<file path="src/rtl/bram_port_master_if.sv">
// bram_intrf: one port of a single-clock BRAM (system_memory).
//   we   : write enable, driven by the master
//   addr : word address, driven by the master
//   din  : write data, driven by the master
//   dout : read data, driven by the memory; valid READ_LAT cycles after addr is sampled
interface bram_intrf #(
    parameter int unsigned ADDR_W = 10,
    parameter int unsigned DATA_W = 16
) ();
    logic              we;
    logic [ADDR_W-1:0] addr;
    logic [DATA_W-1:0] din;
    logic [DATA_W-1:0] dout;

    modport master (output we, output addr, output din, input dout);
    modport slave  (input we, input addr, input din, output dout);
endinterface

</file>
<file path="src/rtl/bram_port_master.sv">
// bram_port_master: valid/ready request front-end for one BRAM port.
// Writes complete on their accept cycle with no response; reads are tracked
// through a READ_LAT-deep in-flight pipe and their data is buffered in a
// small response FIFO so the consumer may stall without losing data.
// Credit accounting (in-flight + buffered) guarantees the FIFO never overflows.
//
// Ports:
//   clk_i, rst_ni      clock, synchronous active-low reset
//   req_valid_i/ready_o request handshake; req_we_i, req_addr_i, req_wdata_i payload
//   rsp_valid_o/ready_i response handshake; rsp_rdata_o read data (FIFO head)
//   bram_m             master side of the BRAM port (we/addr/din out, dout in)
//   wr_count_o, rd_count_o  saturating fire counters, only with
//                      BRAM_PORT_MASTER_STATS_EN defined
module bram_port_master #(
    parameter int unsigned ADDR_W   = 10,
    parameter int unsigned DATA_W   = 16,
    parameter int unsigned READ_LAT = 2
) (
    input  logic              clk_i,
    input  logic              rst_ni,
    input  logic              req_valid_i,
    output logic              req_ready_o,
    input  logic              req_we_i,
    input  logic [ADDR_W-1:0] req_addr_i,
    input  logic [DATA_W-1:0] req_wdata_i,
    output logic              rsp_valid_o,
    output logic [DATA_W-1:0] rsp_rdata_o,
    input  logic              rsp_ready_i,
    bram_intrf.master         bram_m
`ifdef BRAM_PORT_MASTER_STATS_EN
    ,
    output logic [31:0]       wr_count_o,
    output logic [31:0]       rd_count_o
`endif
);

    localparam int unsigned FIFO_DEPTH = READ_LAT + 2;
    localparam int unsigned PTR_W      = (FIFO_DEPTH > 1) ? $clog2(FIFO_DEPTH) : 1;
    localparam int unsigned CNT_W      = $clog2(FIFO_DEPTH + 1);

    logic                fire;
    logic                rd_fire;
    logic                wr_fire;
    logic                push;
    logic                pop;

    logic [READ_LAT-1:0] inflight_q, inflight_d;
    logic [DATA_W-1:0]   fifo_mem_q [FIFO_DEPTH];
    logic [PTR_W-1:0]    wr_ptr_q, wr_ptr_d;
    logic [PTR_W-1:0]    rd_ptr_q, rd_ptr_d;
    logic [CNT_W-1:0]    count_q, count_d;
    logic [CNT_W-1:0]    used_q, used_d;
    logic                ready_q, ready_d;
    logic                rsp_valid_q, rsp_valid_d;

    // Pointer advance with wrap at FIFO_DEPTH (depth need not be a power of two)
    function automatic logic [PTR_W-1:0] ptr_inc(input logic [PTR_W-1:0] p);
        return (p == PTR_W'(FIFO_DEPTH - 1)) ? '0 : p + PTR_W'(1);
    endfunction

    // Request handshake; rst_ni gating keeps the BRAM write strobe low during reset
    assign fire    = req_valid_i & req_ready_o & rst_ni;
    assign rd_fire = fire & ~req_we_i;
    assign wr_fire = fire & req_we_i;

    assign bram_m.we   = wr_fire;
    assign bram_m.addr = req_addr_i;
    assign bram_m.din  = req_wdata_i;

    // Read data is on dout in the cycle the tracked read leaves the in-flight pipe
    assign push = inflight_q[READ_LAT-1];
    assign pop  = rsp_valid_q & rsp_ready_i;

    assign req_ready_o = ready_q;
    assign rsp_valid_o = rsp_valid_q;
    assign rsp_rdata_o = fifo_mem_q[rd_ptr_q];

    // In-flight read tracking pipe
    always_comb begin
        inflight_d    = '0;
        inflight_d[0] = rd_fire;
        for (int i = 1; i < int'(READ_LAT); i++) begin
            inflight_d[i] = inflight_q[i-1];
        end
    end

    // FIFO pointers, occupancy and credit count
    always_comb begin
        wr_ptr_d = wr_ptr_q;
        rd_ptr_d = rd_ptr_q;
        count_d  = count_q;
        used_d   = used_q;

        if (push) begin
            wr_ptr_d = ptr_inc(wr_ptr_q);
        end
        if (pop) begin
            rd_ptr_d = ptr_inc(rd_ptr_q);
        end

        case ({push, pop})
            2'b10:   count_d = count_q + CNT_W'(1);
            2'b01:   count_d = count_q - CNT_W'(1);
            default: count_d = count_q;
        endcase

        case ({rd_fire, pop})
            2'b10:   used_d = used_q + CNT_W'(1);
            2'b01:   used_d = used_q - CNT_W'(1);
            default: used_d = used_q;
        endcase

        // Registered so req_ready_o has no combinational path from req_* / rsp_ready_i
        ready_d     = (used_d < CNT_W'(FIFO_DEPTH));
        rsp_valid_d = (count_d != '0);
    end

    // Control state
    always_ff @(posedge clk_i) begin
        if (!rst_ni) begin
            inflight_q  <= '0;
            wr_ptr_q    <= '0;
            rd_ptr_q    <= '0;
            count_q     <= '0;
            used_q      <= '0;
            ready_q     <= 1'b0;
            rsp_valid_q <= 1'b0;
        end else begin
            inflight_q  <= inflight_d;
            wr_ptr_q    <= wr_ptr_d;
            rd_ptr_q    <= rd_ptr_d;
            count_q     <= count_d;
            used_q      <= used_d;
            ready_q     <= ready_d;
            rsp_valid_q <= rsp_valid_d;
        end
    end

    // Response data storage; contents are don't-care while the FIFO is empty
    always_ff @(posedge clk_i) begin
        if (push) begin
            fifo_mem_q[wr_ptr_q] <= bram_m.dout;
        end
    end

`ifdef BRAM_PORT_MASTER_STATS_EN
    logic [31:0] wr_cnt_q, wr_cnt_d;
    logic [31:0] rd_cnt_q, rd_cnt_d;

    // Saturating fire counters
    always_comb begin
        wr_cnt_d = wr_cnt_q;
        rd_cnt_d = rd_cnt_q;
        if (wr_fire && (wr_cnt_q != 32'hFFFF_FFFF)) begin
            wr_cnt_d = wr_cnt_q + 32'd1;
        end
        if (rd_fire && (rd_cnt_q != 32'hFFFF_FFFF)) begin
            rd_cnt_d = rd_cnt_q + 32'd1;
        end
    end

    always_ff @(posedge clk_i) begin
        if (!rst_ni) begin
            wr_cnt_q <= '0;
            rd_cnt_q <= '0;
        end else begin
            wr_cnt_q <= wr_cnt_d;
            rd_cnt_q <= rd_cnt_d;
        end
    end

    assign wr_count_o = wr_cnt_q;
    assign rd_count_o = rd_cnt_q;
`endif

endmodule

</file>
<file path="src/flat_wrapper.sv">
// flat-port wrapper written by rule: the top's interface ports become plain ports
module bram_port_master_flat 
#(
    parameter int unsigned ADDR_W   = 10,
    parameter int unsigned DATA_W   = 16,
    parameter int unsigned READ_LAT = 2
)
  (clk_i, rst_ni, req_valid_i, req_ready_o, req_we_i, req_addr_i, req_wdata_i, rsp_valid_o, rsp_rdata_o, rsp_ready_i, bram_m_we, bram_m_addr, bram_m_din, bram_m_dout);
  bram_intrf #(.ADDR_W(ADDR_W), .DATA_W(DATA_W)) bram_m_i ();
  input  logic clk_i;
  input  logic rst_ni;
  input  logic req_valid_i;
  output logic req_ready_o;
  input  logic req_we_i;
  input  logic [ADDR_W-1:0] req_addr_i;
  input  logic [DATA_W-1:0] req_wdata_i;
  output logic rsp_valid_o;
  output logic [DATA_W-1:0] rsp_rdata_o;
  input  logic rsp_ready_i;
  output wire logic [$bits(bram_m_i.we)-1:0] bram_m_we;
  output wire logic [$bits(bram_m_i.addr)-1:0] bram_m_addr;
  output wire logic [$bits(bram_m_i.din)-1:0] bram_m_din;
  input wire logic [$bits(bram_m_i.dout)-1:0] bram_m_dout;
  assign bram_m_we = bram_m_i.we;
  assign bram_m_addr = bram_m_i.addr;
  assign bram_m_din = bram_m_i.din;
  assign bram_m_i.dout = bram_m_dout;
  bram_port_master #(.ADDR_W(ADDR_W), .DATA_W(DATA_W), .READ_LAT(READ_LAT)) u_core (.clk_i(clk_i), .rst_ni(rst_ni), .req_valid_i(req_valid_i), .req_ready_o(req_ready_o), .req_we_i(req_we_i), .req_addr_i(req_addr_i), .req_wdata_i(req_wdata_i), .rsp_valid_o(rsp_valid_o), .rsp_rdata_o(rsp_rdata_o), .rsp_ready_i(rsp_ready_i), .bram_m(bram_m_i));
endmodule
</file>
<file path="config.mk">
export PLATFORM = sky130hd
export DESIGN_NAME = bram_port_master_flat
export DESIGN_NICKNAME = d
export VERILOG_FILES = /design/src/rtl/bram_port_master_if.sv /design/src/rtl/bram_port_master.sv /design/src/flat_wrapper.sv
export SDC_FILE = /design/constraint.sdc
export NUM_CORES = 1
export LEC_CHECK = 0
export ABC_CLOCK_PERIOD_IN_PS = 3430
export CORE_AREA = 2 2 86 88
export CTS_CLUSTER_DIAMETER = 50
export DETAILED_ROUTE_END_ITERATION = 8
export DIE_AREA = 0 0 88 90
export PLACE_DENSITY = 0.79
export SLEW_MARGIN = 20
export SYNTH_ARGS = -nofsm -noshare
export SYNTH_HDL_FRONTEND = slang
export SYNTH_SLANG_ARGS = --single-unit
</file>
<file path="constraint.sdc">
create_clock -name clk_i -period 3.43 [get_ports clk_i]
set_input_delay 0.686 -clock clk_i [delete_from_list [all_inputs] [get_ports clk_i]]
set_output_delay 0.686 -clock clk_i [all_outputs]
set_load 0.01 [all_outputs]
</file>
=== Word-level counts from Yosys, hierarchy flattened ===
Memories as Yosys holds them, arrays and structs flattened. A register that Yosys moved wholly into a read port is not among the register bits.
Cells that the tools add are included.

* Bits in registers: 14
* Memory bits (writable): 64
* Bits of input ports: 47
* Output and inout port bits: 45
* Word-level logic and storage cells: 36
* Memories: 1

{| class="wikitable"
|+ Memories
! memory !! words !! width !! rd ports !! clocked after Yosys merged registers in !! wr ports !! line !! source
|-
| u_core.fifo_mem_q || 4 || 16 || 1 || 1 || 1 || bram_port_master.sv:48 || <nowiki>logic [DATA_W-1:0] fifo_mem_q [FIFO_DEPTH];</nowiki>
|}

* Add/sub/neg operators: 6
* Magnitude comparators: 1
* Equal/unequal tests: 6
* Mux-type cells: 8
* Bitwise gates (word level): 6
* Reductions and logical operators: 1

{| class="wikitable"
|+ Operator list
! kind !! count
|-
| $pmux W3 S2 || 2
|-
| $eq A2 B2 Y1 const B || 4
|-
| $mux W2 || 4
|-
| $add A3 B1 Y3 const B || 2
|-
| $sub A3 B1 Y3 const B || 2
|-
| $and A1 B1 Y1 || 5
|-
| $add A2 B1 Y2 const B || 2
|-
| $eq A2 B1 Y1 const B || 2
|-
| $lt A3 B3 Y1 const B || 1
|-
| $reduce_bool A3 Y1 || 1
|-
| $mux W1 || 2
|-
| $not A1 Y1 || 1
|}

=== Longest topological paths before layout ===
Gate-level depths: netlist (run 1).

* Depth in word-level cells: 6
* Mapped depth: 8

=== Worst setup path after synthesis (run 1) ===
Ideal clock, no wire load.

* Path kind: input to register
* Start: input req_valid_i
* End: register u_core.ready_q (netlist: u_core.req_ready_o)
* Data arrival time: 2.119 ns
* Setup slack: 1.195 ns
* Stages on the path: 8
* Buffers on the path: 0
* Cell sequence: nand3_1 -> nor2_1 -> inv_1 -> ha_1 -> fa_1 -> xnor2_1 -> or3_1 -> and3_1

* Word-level cells in the longest chain between the ends: 6
* Elaborated cells between the ends (all ways): 7
* Classes of those cells: 1 x order compare; 2 x eq/ne; 1 x mux; 3 x bitwise

{| class="wikitable"
|+ Ends and longest elaborated chain
! element !! line !! source
|-
| start: declaration || flat_wrapper.sv:12 || <nowiki>input logic req_valid_i;</nowiki>
|-
| $and A1 B1 Y1 (*) (2 in series) || bram_port_master.sv:62 || <nowiki>assign fire = req_valid_i & req_ready_o & rst_ni;</nowiki>
|-
| $and A1 B1 Y1 (*) || bram_port_master.sv:63 || <nowiki>assign rd_fire = fire & ~req_we_i;</nowiki>
|-
| $eq A2 B1 Y1 or $eq A2 B2 Y1 (tied branches) || bram_port_master.sv:107 || <nowiki>case ({rd_fire, pop})</nowiki>
|-
| $pmux W3 S2 (*) || bram_port_master.sv:107 ||
|-
| $lt A3 B3 Y1 (*) || bram_port_master.sv:114 || <nowiki>ready_d = (used_d < CNT_W'(FIFO_DEPTH));</nowiki>
|-
| end signal: assignment || bram_port_master.sv:134 || <nowiki>ready_q <= ready_d;</nowiki>
|-
| end: declaration || bram_port_master.sv:53 || <nowiki>logic ready_q, ready_d;</nowiki>
|}

Every way passes the cells marked *; elsewhere a longest branch is shown, timed or not.
A chain may end at the register's enable or synchronous reset.

==> results.ini, run 1 <==
[status]
status=finished, final reports clean

[clock_tree]
cts_buffers=9
cts.sinks=80
clk_latency_ns=0.35
cts-hold-fix-buffers=0
clk_pin_slew_worst_paths_ns=0.08
htreeDepth=3
post_cts_buffers=0
clockBufferDepth=2
post_cts_resized=0
cts_root_buf=clkbuf_8
tritoncts=yes

[yosys]
synth_area_leaders=edfxtp_1 (58%), dfxtp_1 (9.7%), mux4_2 (8.2%)
ys_warn_count=0
ys_seq_area_share_pct=68.2
syn_area_sq_um=3290
synth_flop_cell=edfxtp_1
synth_top_area_cell=edfxtp_1
synth_cell_types=30
syn_inst=186
synth-edff-count=64
ys_async_sr_fraction_pct=0
yosysMostFrequentCell=edfxtp_1
synth-seq-cells=80
synth_top_area_share_pct=58.5
syn-num-nets=242
synthTopCellsByCount=edfxtp_1 (64), buf_4 (26), dfxtp_1 (16), mux4_2 (12), inv_1 (9)
syn_area_per_cell_sq_um=17.7

[worst_setup_path]
path_class=flip-flop to output port
end_kind=output port
rrSetupSlack_ns=1.43
cp_data_arrival_time_ns=2.09
crit_path_start_kind=flip-flop
cp.required_ns=2.74
cp_max_fo=16

[power]
power.switching_mw=0.381
p_leak_nw=1.26
pwr-share-comb_pct=5.5
internal-power_mw=1.60
clockPowerShare_pct=41.1
seqPwrFrac_pct=53.5
fin_total_pwr_mw=1.98
power_density_nw_per_um2=520
ir_drop_uv=210
swShare_pct=19.2

[floorplan]
initial_utilization_pct=46.8
rows=31
core_sq_um=7020
design.portCount=92
dieArea_sq_um=7920
die_h_microns=90
fp.dieW_microns=88

[route]
wl_per_cell_microns=15.3
vias_per_cell=4.86
drt_first_pass_iters=4
via_count=1512
route.detailed.drc=0
drt_iter0_markers=57
wl_microns=4770
ant_nets=0

[timing]
setup_viol=0
fin_hold_ws_ns=0.444
slew_viol_final=0
fmax_mhz=361
final.min_clock_period_ns=2.77
fin_ws_ns=0.656
finalHoldViolCount=0
post-route-period-util_pct=80.9
finClkSkew_ns=0.00885
worst_pin_slew_ns=0.849
slew_headroom_pct=43.4
rsz0062_at_grt=false
tns_ns=0

[place]
placed_cell_area_sq_um=3570
dp.cells=295
gp_congestion=0.719
pre_cts_ws_ns=0.607
port_buffers=39
dp.final_hpwl_microns=3080

[cells_and_area]
post-route-util_pct=54.4
area_growth_pct=16.2
num_antenna_cells=0
drive_above_1_share_pct=14.6
nNetsFinal=263
stdcell_count=311
finalInstanceArea_sq_um=3820

[grt]
grt_pass1_wl_microns=7650
grt_use_total_pct=13.2
grt_max_degree=17
gr-total-overflow=0
grt_pass1_vias=1567
grt_antenna_before_repair=0

[job]
cap_viol_max_count=0

[min_path]
min_path_type=flip-flop to flip-flop

power by group through the flow:
stage,clock network [mW],registers (mW),logic (mW)
after global placement,0,1.08,0.107
after CTS,0.833,1.06,0.110
final,0.815,1.06,0.108
after floorplan,0,1.08,0.0848
after detailed placement,0,1.08,0.109
after global routing,0.873,1.06,0.118
worst max-delay path, stage by stage (launching register included):
cell             delay (ns)
dfxtp_1                0.82
mux4_2                 0.42
clkdlybuf4s50_1        0.49
worst paths after layout:
check                                           from              endpoint  cells after the start
worst max-delay path                       flip-flop        rsp_rdata_o[7]                      2
worst min-delay path            u_core.inflight_q[0]  u_core.inflight_q[1]                      1
worst max register to register    u_core.req_ready_o    u_core.req_ready_o                      8
worst min register to register  u_core.inflight_q[0]  u_core.inflight_q[1]                      1
cell type report:
cell class,instances,area [sq um]
flip-flops and latches,80,2240
clock buffers,9,124
clock inverters,7,120
fillers,551,3200
well taps,99,124
inverters,9,33.8
repair buffers,41,405
multi-input cells,66,769
state kept, by name, indices dropped and copies added (netlist names), named ones only:
| signal | count |
|---|---|
| u_core.wr_ptr_q | 2 |
| u_core.rd_ptr_q | 2 |
| u_core.req_ready_o | 1 |
| u_core.used_q | 2 |
| u_core.count_q | 3 |
| u_core.inflight_q | 2 |
| u_core.rsp_valid_o | 1 |
| u_core.fifo_mem_q | 64 |
layout by cell type, fill, tap and decap left out:
cell type / n
or4b_4: 1
xnor2_1: 3
clkinvlp_4: 1
nand3_1: 2
nor3b_1: 1
nor2b_1: 4
and3_1: 1
o31ai_1: 1
clkdlybuf4s50_1: 39
clkbuf_8: 9
o21ai_0: 2
xor2_1: 1
or3_1: 1
a21oi_1: 1
inv_1: 9
mux4_1: 4
mux4_2: 12
ha_1: 7
nand2_1: 3
a21boi_0: 2
clkinv_4: 2
bufinv_16: 3
mux2i_1: 3
fa_1: 2
edfxtp_1: 64
clkinv_2: 1
dfxtp_1: 16
o211ai_1: 1
o21a_1: 1
nor2_1: 5
and2_1: 8
buf_4: 2
layer usage:
layer  vias to the layer above  share of wire (%)  wire, microns  GRT usage [%]
li1                        712                  -              -              -
met1                       735                 43           2040           15.8
met2                        51                 50           2370           21.1
met4                         0                2.5            117           7.69
met3                        14                5.1            245           3.58
met5                         -                  0              0              0
logic make-up (layout without fill, tap and decap cells):
family | after synthesis | in the layout | share of synthesized area (%)
and+or+nand+nor | 26 | 26 | 4.53
adders and majority gates | 9 | 9 | 3.88
muxes | 19 | 19 | 12.3
xor gates and xnor gates | 4 | 4 | 1.07
DFF | 80 | 80 | 68.2
buffers and inverters | 40 | 66 | 8.34
AOI/OAI and AO/OA | 8 | 8 | 1.60
No activity file was read; power rests on OpenSTA's default activity.
==> inputs of run 2 (changes only) <==
--- a/config.mk
+++ b/config.mk
@@ -5,12 +5,12 @@
 export SDC_FILE = /design/constraint.sdc
 export NUM_CORES = 1
 export LEC_CHECK = 0
-export ABC_CLOCK_PERIOD_IN_PS = 3430
-export CORE_AREA = 2 2 86 88
+export ABC_CLOCK_PERIOD_IN_PS = 2400
+export CORE_AREA = 2 2 91 93
 export CTS_CLUSTER_DIAMETER = 50
 export DETAILED_ROUTE_END_ITERATION = 8
-export DIE_AREA = 0 0 88 90
-export PLACE_DENSITY = 0.79
+export DIE_AREA = 0 0 93 95
+export PLACE_DENSITY = 0.74
 export SLEW_MARGIN = 20
 export SYNTH_ARGS = -nofsm -noshare
 export SYNTH_HDL_FRONTEND = slang
==> constraint.sdc (replaced) <==
create_clock -name clk_i -period 2.4 [get_ports clk_i]
set_input_delay 0.48 -clock clk_i [delete_from_list [all_inputs] [get_ports clk_i]]
set_output_delay 0.48 -clock clk_i [all_outputs]
set_load 0.01 [all_outputs]
==> run 2 against run 1 <==
  * Global-route usage decreased by 0.85 points
  * Via count grew 2.9%
  * Clock power rose by 14%
  * Clock skew shrank 0.00058 ns
  * Count of clock-buffer cells in the layout is 1 higher
  * Wire length rose by 6.3%
  * Flip-flop and latch count is the same
  * Largest power group unchanged
  * Highest routed layer unchanged
==> results.ini, run 2 (synthesized netlist as in run 1, its figures left out) <==
[status]
status=finished, final reports clean

[power]
internal-power_mw=2.08  ; +29%
p_leak_nw=1.31  ; +3.9%
fin_total_pwr_mw=2.61  ; +31%
pwr-share-comb_pct=6.0  ; +0.5 points
clockPowerShare_pct=35.8  ; -5.3 points
seqPwrFrac_pct=58.2  ; +4.7 points
ir_drop_uv=271  ; +29%
power.switching_mw=0.531  ; +39%
swShare_pct=20.4  ; +1.2 points
power_density_nw_per_um2=679  ; +31%

[timing]
fin_ws_ns=0.134  ; -0.522 ns
rsz0062_at_grt=false
finClkSkew_ns=0.00827  ; -0.000581 ns
post-route-period-util_pct=94.4
final.min_clock_period_ns=2.27
setup_viol=0  ; unchanged
fmax_mhz=441
worst_pin_slew_ns=0.825  ; -0.0234 ns
slew_viol_final=0  ; unchanged
finalHoldViolCount=0  ; unchanged
slew_headroom_pct=45.0  ; +1.6 points

[worst_setup_path]
path_class=input pin to output port
cp_data_arrival_time_ns=1.79  ; -0.30 ns
end_kind=output port
rrSetupSlack_ns=0.43  ; -1.00 ns
crit_path_start_kind=input pin
r2r_cells=8  ; unchanged
cp_max_fo=2  ; -14
r2r_start=u_core.req_ready_o
r2r-end=u_core.req_ready_o
cp.required_ns=1.92  ; -0.82 ns

[cells_and_area]
final_cell_mix=edfxtp_1 (64), clkdlybuf4s50_1 (25), dfxtp_1 (15)
drive_above_1_share_pct=18.1  ; +3.5 points
post-route-util_pct=48.4  ; -6.0 points
largest_reg_flops=64  ; unchanged
top_regs=u_core.fifo_mem_q: 64 flops, u_core.count_q: 3 flops
area_growth_pct=16.8
final_common_cell=edfxtp_1
largest_register=u_core.fifo_mem_q
nNetsFinal=273  ; +3.8%
fillCellCount=681  ; +24%
num_antenna_cells=0  ; unchanged

[clock_tree]
clockBufferDepth=2  ; unchanged
clk_latency_ns=0.35  ; about the same
tritoncts=yes
cts_root_buf=clkbuf_8
cts_buffers=9  ; unchanged
post_cts_resized=16  ; +16
post_cts_buffers=0  ; unchanged
clk_pin_slew_worst_paths_ns=0.08  ; about the same
htreeDepth=3  ; unchanged
cts-hold-fix-buffers=0  ; unchanged
cts.sinks=80  ; unchanged

[grt]
grt_antenna_before_repair=0  ; unchanged
grt_max_degree=17  ; unchanged
grt_use_total_pct=12.4  ; -0.85 points
grt_pass1_wl_microns=8020  ; +5.0%
grt_pass1_vias=1604  ; +2.4%
gr-total-overflow=0  ; unchanged

[floorplan]
dieArea_sq_um=8840  ; +12%
fp.dieW_microns=93  ; +5.7%
core_sq_um=7930  ; +13%
rows=33  ; +6.5%
design.portCount=92  ; unchanged
initial_utilization_pct=41.4  ; -5.4 points
die_h_microns=95  ; +5.6%

[job]
cap_viol_max_count=0  ; unchanged

[place]
dp.final_hpwl_microns=3390  ; +10%
pre_cts_ws_ns=-0.193  ; -0.800 ns
port_buffers=39  ; unchanged
gp_congestion=0.690  ; -4.0%

[min_path]
hold-path-endpoint=u_core.inflight_q[1]
min_path_type=flip-flop to flip-flop
hold_depth=1  ; unchanged
hp-start=u_core.inflight_q[0]

[route]
vias_per_cell=4.77  ; -1.8%
ant_nets=0  ; unchanged
wl_microns=5070  ; +6.3%
via_count=1556  ; +2.9%
drt_iter0_markers=40  ; -30%
wl_per_cell_microns=15.6  ; +1.4%
route.detailed.drc=0  ; unchanged
drt_first_pass_iters=4  ; unchanged

-- run 2: critical path, cell delays in order --
cell and delay (ns):
clkdlybuf4s50_1 0.47, nand3_1 0.08, buf_4 0.14, nor2_1 0.08, clkdlybuf4s50_1 0.54
-- run 2: power by group through the flow --
stage	logic (mW)	clock network [mW]	registers, mW
6_report	0.157	0.933	1.52
2_1_floorplan	0.121	0	1.55
3_3_place_gp	0.160	0	1.55
3_5_place_dp	0.165	0	1.55
4_1_cts	0.160	0.958	1.52
5_1_grt	0.171	1.01	1.52
-- run 2: per-stage QoR --
stage / area (sq um) / hold slack (ns) / setup TNS (ns) / instances
CTS: 3830 / 0.452 / 0 / 326
finish: 3840 / 0.448 / 0 / 326
global route: 3840 / 0.469 / 0 / 326
detailed placement: 3660 / 0.434 / -0.608 / 311
global placement: 3660 / 0.435 / -0.414 / 311
floorplan: 3290 / 0.412 / 0 / 186
-- run 2: worst max-delay path by stage --
stage,depth (start not counted),slack (ns),startpoint,to
6_report,5,0.13,rst_ni,bram_m_we
3_3_place_gp,9,-0.15,rst_ni,u_core.req_ready_o
5_1_grt,9,0.02,rst_ni,u_core.req_ready_o
2_1_floorplan,8,0.37,req_valid_i,u_core.req_ready_o
4_1_cts,3,0.01,flip-flop,rsp_rdata_o[10]
3_5_place_dp,9,-0.19,rst_ni,u_core.req_ready_o
-- run 2: final cells by class --
class	instances	area, sq um	area share [%]
flip-flops and latches	80	2250	58.5
clock inverters	5	58.8	1.53
inverters	9	33.8	0.880
repair buffers	51	470	12.3
multi-input cells	66	769	20.1
clock buffers	10	128	3.33
well taps	105	131	3.42
-- run 2: metal layers --
layer	global-route usage, %	wire length [microns]
met5	0	0
met2	20.2	2500
met4	4.78	84
met3	5.43	355
met1	14.4	2130
==> inputs of run 3 (changes only) <==
--- a/config.mk
+++ b/config.mk
@@ -10,7 +10,8 @@
 export CTS_CLUSTER_DIAMETER = 50
 export DETAILED_ROUTE_END_ITERATION = 8
 export DIE_AREA = 0 0 93 95
-export PLACE_DENSITY = 0.74
+export GPL_ROUTABILITY_DRIVEN = 1
+export PLACE_DENSITY = 0.82
 export SLEW_MARGIN = 20
 export SYNTH_ARGS = -nofsm -noshare
 export SYNTH_HDL_FRONTEND = slang
==> run 3 against run 2 <==
  * Global-route usage decreased by 0.48 points
  * Worst setup slack got worse by 0.077 ns
  * Worst hold slack better by 0.0018 ns
  * Critical path depth is 2 lower
  * Register-to-register slack about the same
  * Clock power grew 13%
  * Fmax is 3.3% lower
  * Clock skew shrank 0.0032 ns
  * Flip-flop and latch count stayed put
  * Sequential share of layout area decreased by 1.1 points
  * Cell count up 0.61%
  * Via count is the same
  * Critical path type is now flip-flop to output port
  * Critical endpoint is now rsp_rdata_o[7]
==> results.ini, run 3 (synthesized netlist as in run 1, its figures left out) <==
[timing]
slew_viol_final=0  ; unchanged
final.min_clock_period_ns=2.34  ; +0.0768 ns
slew_headroom_pct=41.4  ; -3.6 points
worst_pin_slew_ns=0.879  ; +0.0538 ns
fin_hold_ws_ns=0.450  ; +0.00182 ns
tns_ns=0  ; unchanged
finalHoldViolCount=0  ; unchanged
fmax_mhz=427  ; -3.3%
setup_viol=0  ; unchanged
finClkSkew_ns=0.00508  ; -0.00319 ns
rsz0062_at_grt=false
post-route-period-util_pct=97.6  ; +3.2 points

[place]
dp.final_hpwl_microns=3210  ; -5.2%
gp_congestion=0.701  ; +1.6%
placed_cell_area_sq_um=3650  ; -0.27%
dp.cells=308  ; -0.96%
port_buffers=39  ; unchanged

[floorplan]
die_h_microns=95  ; unchanged
initial_utilization_pct=41.4  ; unchanged
rows=33  ; unchanged
core_sq_um=7930  ; unchanged
design.portCount=92  ; unchanged
dieArea_sq_um=8840  ; unchanged
fp.dieW_microns=93  ; unchanged

[route]
wl_microns=4920  ; -2.9%
vias_per_cell=4.74  ; -0.61%
route.detailed.drc=0  ; unchanged
drt_iter0_markers=45  ; +13%
wl_per_cell_microns=15.0  ; -3.5%
ant_nets=0  ; unchanged
drt_first_pass_iters=4  ; unchanged
via_count=1556  ; unchanged

[clock_tree]
tritoncts=yes
htreeDepth=3  ; unchanged
cts_root_buf=clkbuf_8
cts.sinks=80  ; unchanged
clk_latency_ns=0.34  ; about the same
clockBufferDepth=2  ; unchanged
cts-hold-fix-buffers=0  ; unchanged
cts_buffers=9  ; unchanged
clk_pin_slew_worst_paths_ns=0.08  ; about the same

[job]
cap_viol_max_count=0  ; unchanged

[grt]
grt_use_total_pct=11.9  ; -0.48 points
grtUsageMet2_pct=20.4  ; +0.18 points
grt_pass1_wl_microns=7670  ; -4.4%
grt_pass1_vias=1629  ; +1.6%
grt_antenna_before_repair=0  ; unchanged
gr-total-overflow=0  ; unchanged
met3_usage_pct=4.39  ; -1.0 points
top_usage_layer=met2
grt_max_degree=17  ; unchanged
use_met1_pct=13.2  ; -1.2 points

[cells_and_area]
nNetsFinal=274  ; +0.37%
stdcell_count=328  ; +0.61%
largest_reg_flops=64  ; unchanged
drive_above_1_share_pct=18.8  ; +0.73 points
num_antenna_cells=0  ; unchanged
largest_register=u_core.fifo_mem_q
final_common_cell=edfxtp_1
finalInstanceArea_sq_um=3900  ; +1.7%
top_regs=u_core.fifo_mem_q: 64 flops, u_core.count_q: 3 flops
final_cell_mix=edfxtp_1 (64), clkdlybuf4s50_1 (24), dfxtp_1 (16)
area_growth_pct=18.7

[worst_setup_path]
cp_data_arrival_time_ns=1.86  ; +0.07 ns
critPathTopFamily=buffers and inverters
cp.buffers_inverters=2  ; -1
crit_path_start_kind=flip-flop
cp_cell_sequence=buf_12 > mux4_2 > clkdlybuf4s50_1
slowest_stage=mux4_2
cp_max_fo=12  ; +10
end_kind=output port
cp.required_ns=1.92  ; about the same
path_class=flip-flop to output port
slowest_delay_ns=0.51  ; -0.03 ns

[power]
ir_drop_uv=294  ; +8.4%
power_density_nw_per_um2=700  ; +3.1%
p_leak_nw=1.36  ; +3.6%

[min_path]
min_path_type=flip-flop to flip-flop

[status]
status=finished, final reports clean

[run 3: worst paths after layout]
kind	from	to	slack (ns)	cells after the start
max reg2reg	u_core.req_ready_o	u_core.req_ready_o	0.44	8
max	flip-flop	rsp_rdata_o[7]	0.06	3
min	u_core.inflight_q[0]	u_core.inflight_q[1]	0.45	1
min reg2reg	u_core.inflight_q[0]	u_core.inflight_q[1]	0.45	1
[run 3: area by class of cell]
type	instances	area [sq um]
clock inverter	7	95.1
multi-input combinational	66	769
clock buffer	9	124
tap	105	131
fill	675	4030
sequential	80	2240
inverter	9	33.8
timing repair buffer	52	505
[run 3: power by group]
group / switching (mW) / leakage [nW] / internal [mW]
Combinational: 0.0636 / 0.543 / 0.100
Clock: 0.464 / 0.110 / 0.587
Sequential: 0.00855 / 0.705 / 1.51
Total: 0.537 / 1.36 / 2.19
[run 3: metrics by stage]
stage | util, % | setup slack, ns | power, mW
floorplan | - | 0.371 | 1.67
finish | 49.2 | 0.0576 | 2.73
detailed placement | 46.0 | -0.183 | 1.71
global route | 49.2 | 0.00116 | 2.84
CTS | 49.1 | 0.0178 | 2.77
global placement | 46.0 | -0.141 | 1.71
[run 3: layer usage]
layer  share of wire (%)  vias up
met5                   0        -
met1                  40      770
met4                 1.5        0
met3                 6.7       14
met2                  52       43
li1                    -      729
[run 3: what timing repair did]
item / 4_1_cts / 5_1_grt
resized for setup: 12 / 3
buffers inserted: 4 / 0
setup endpoints to repair: 11 / 3
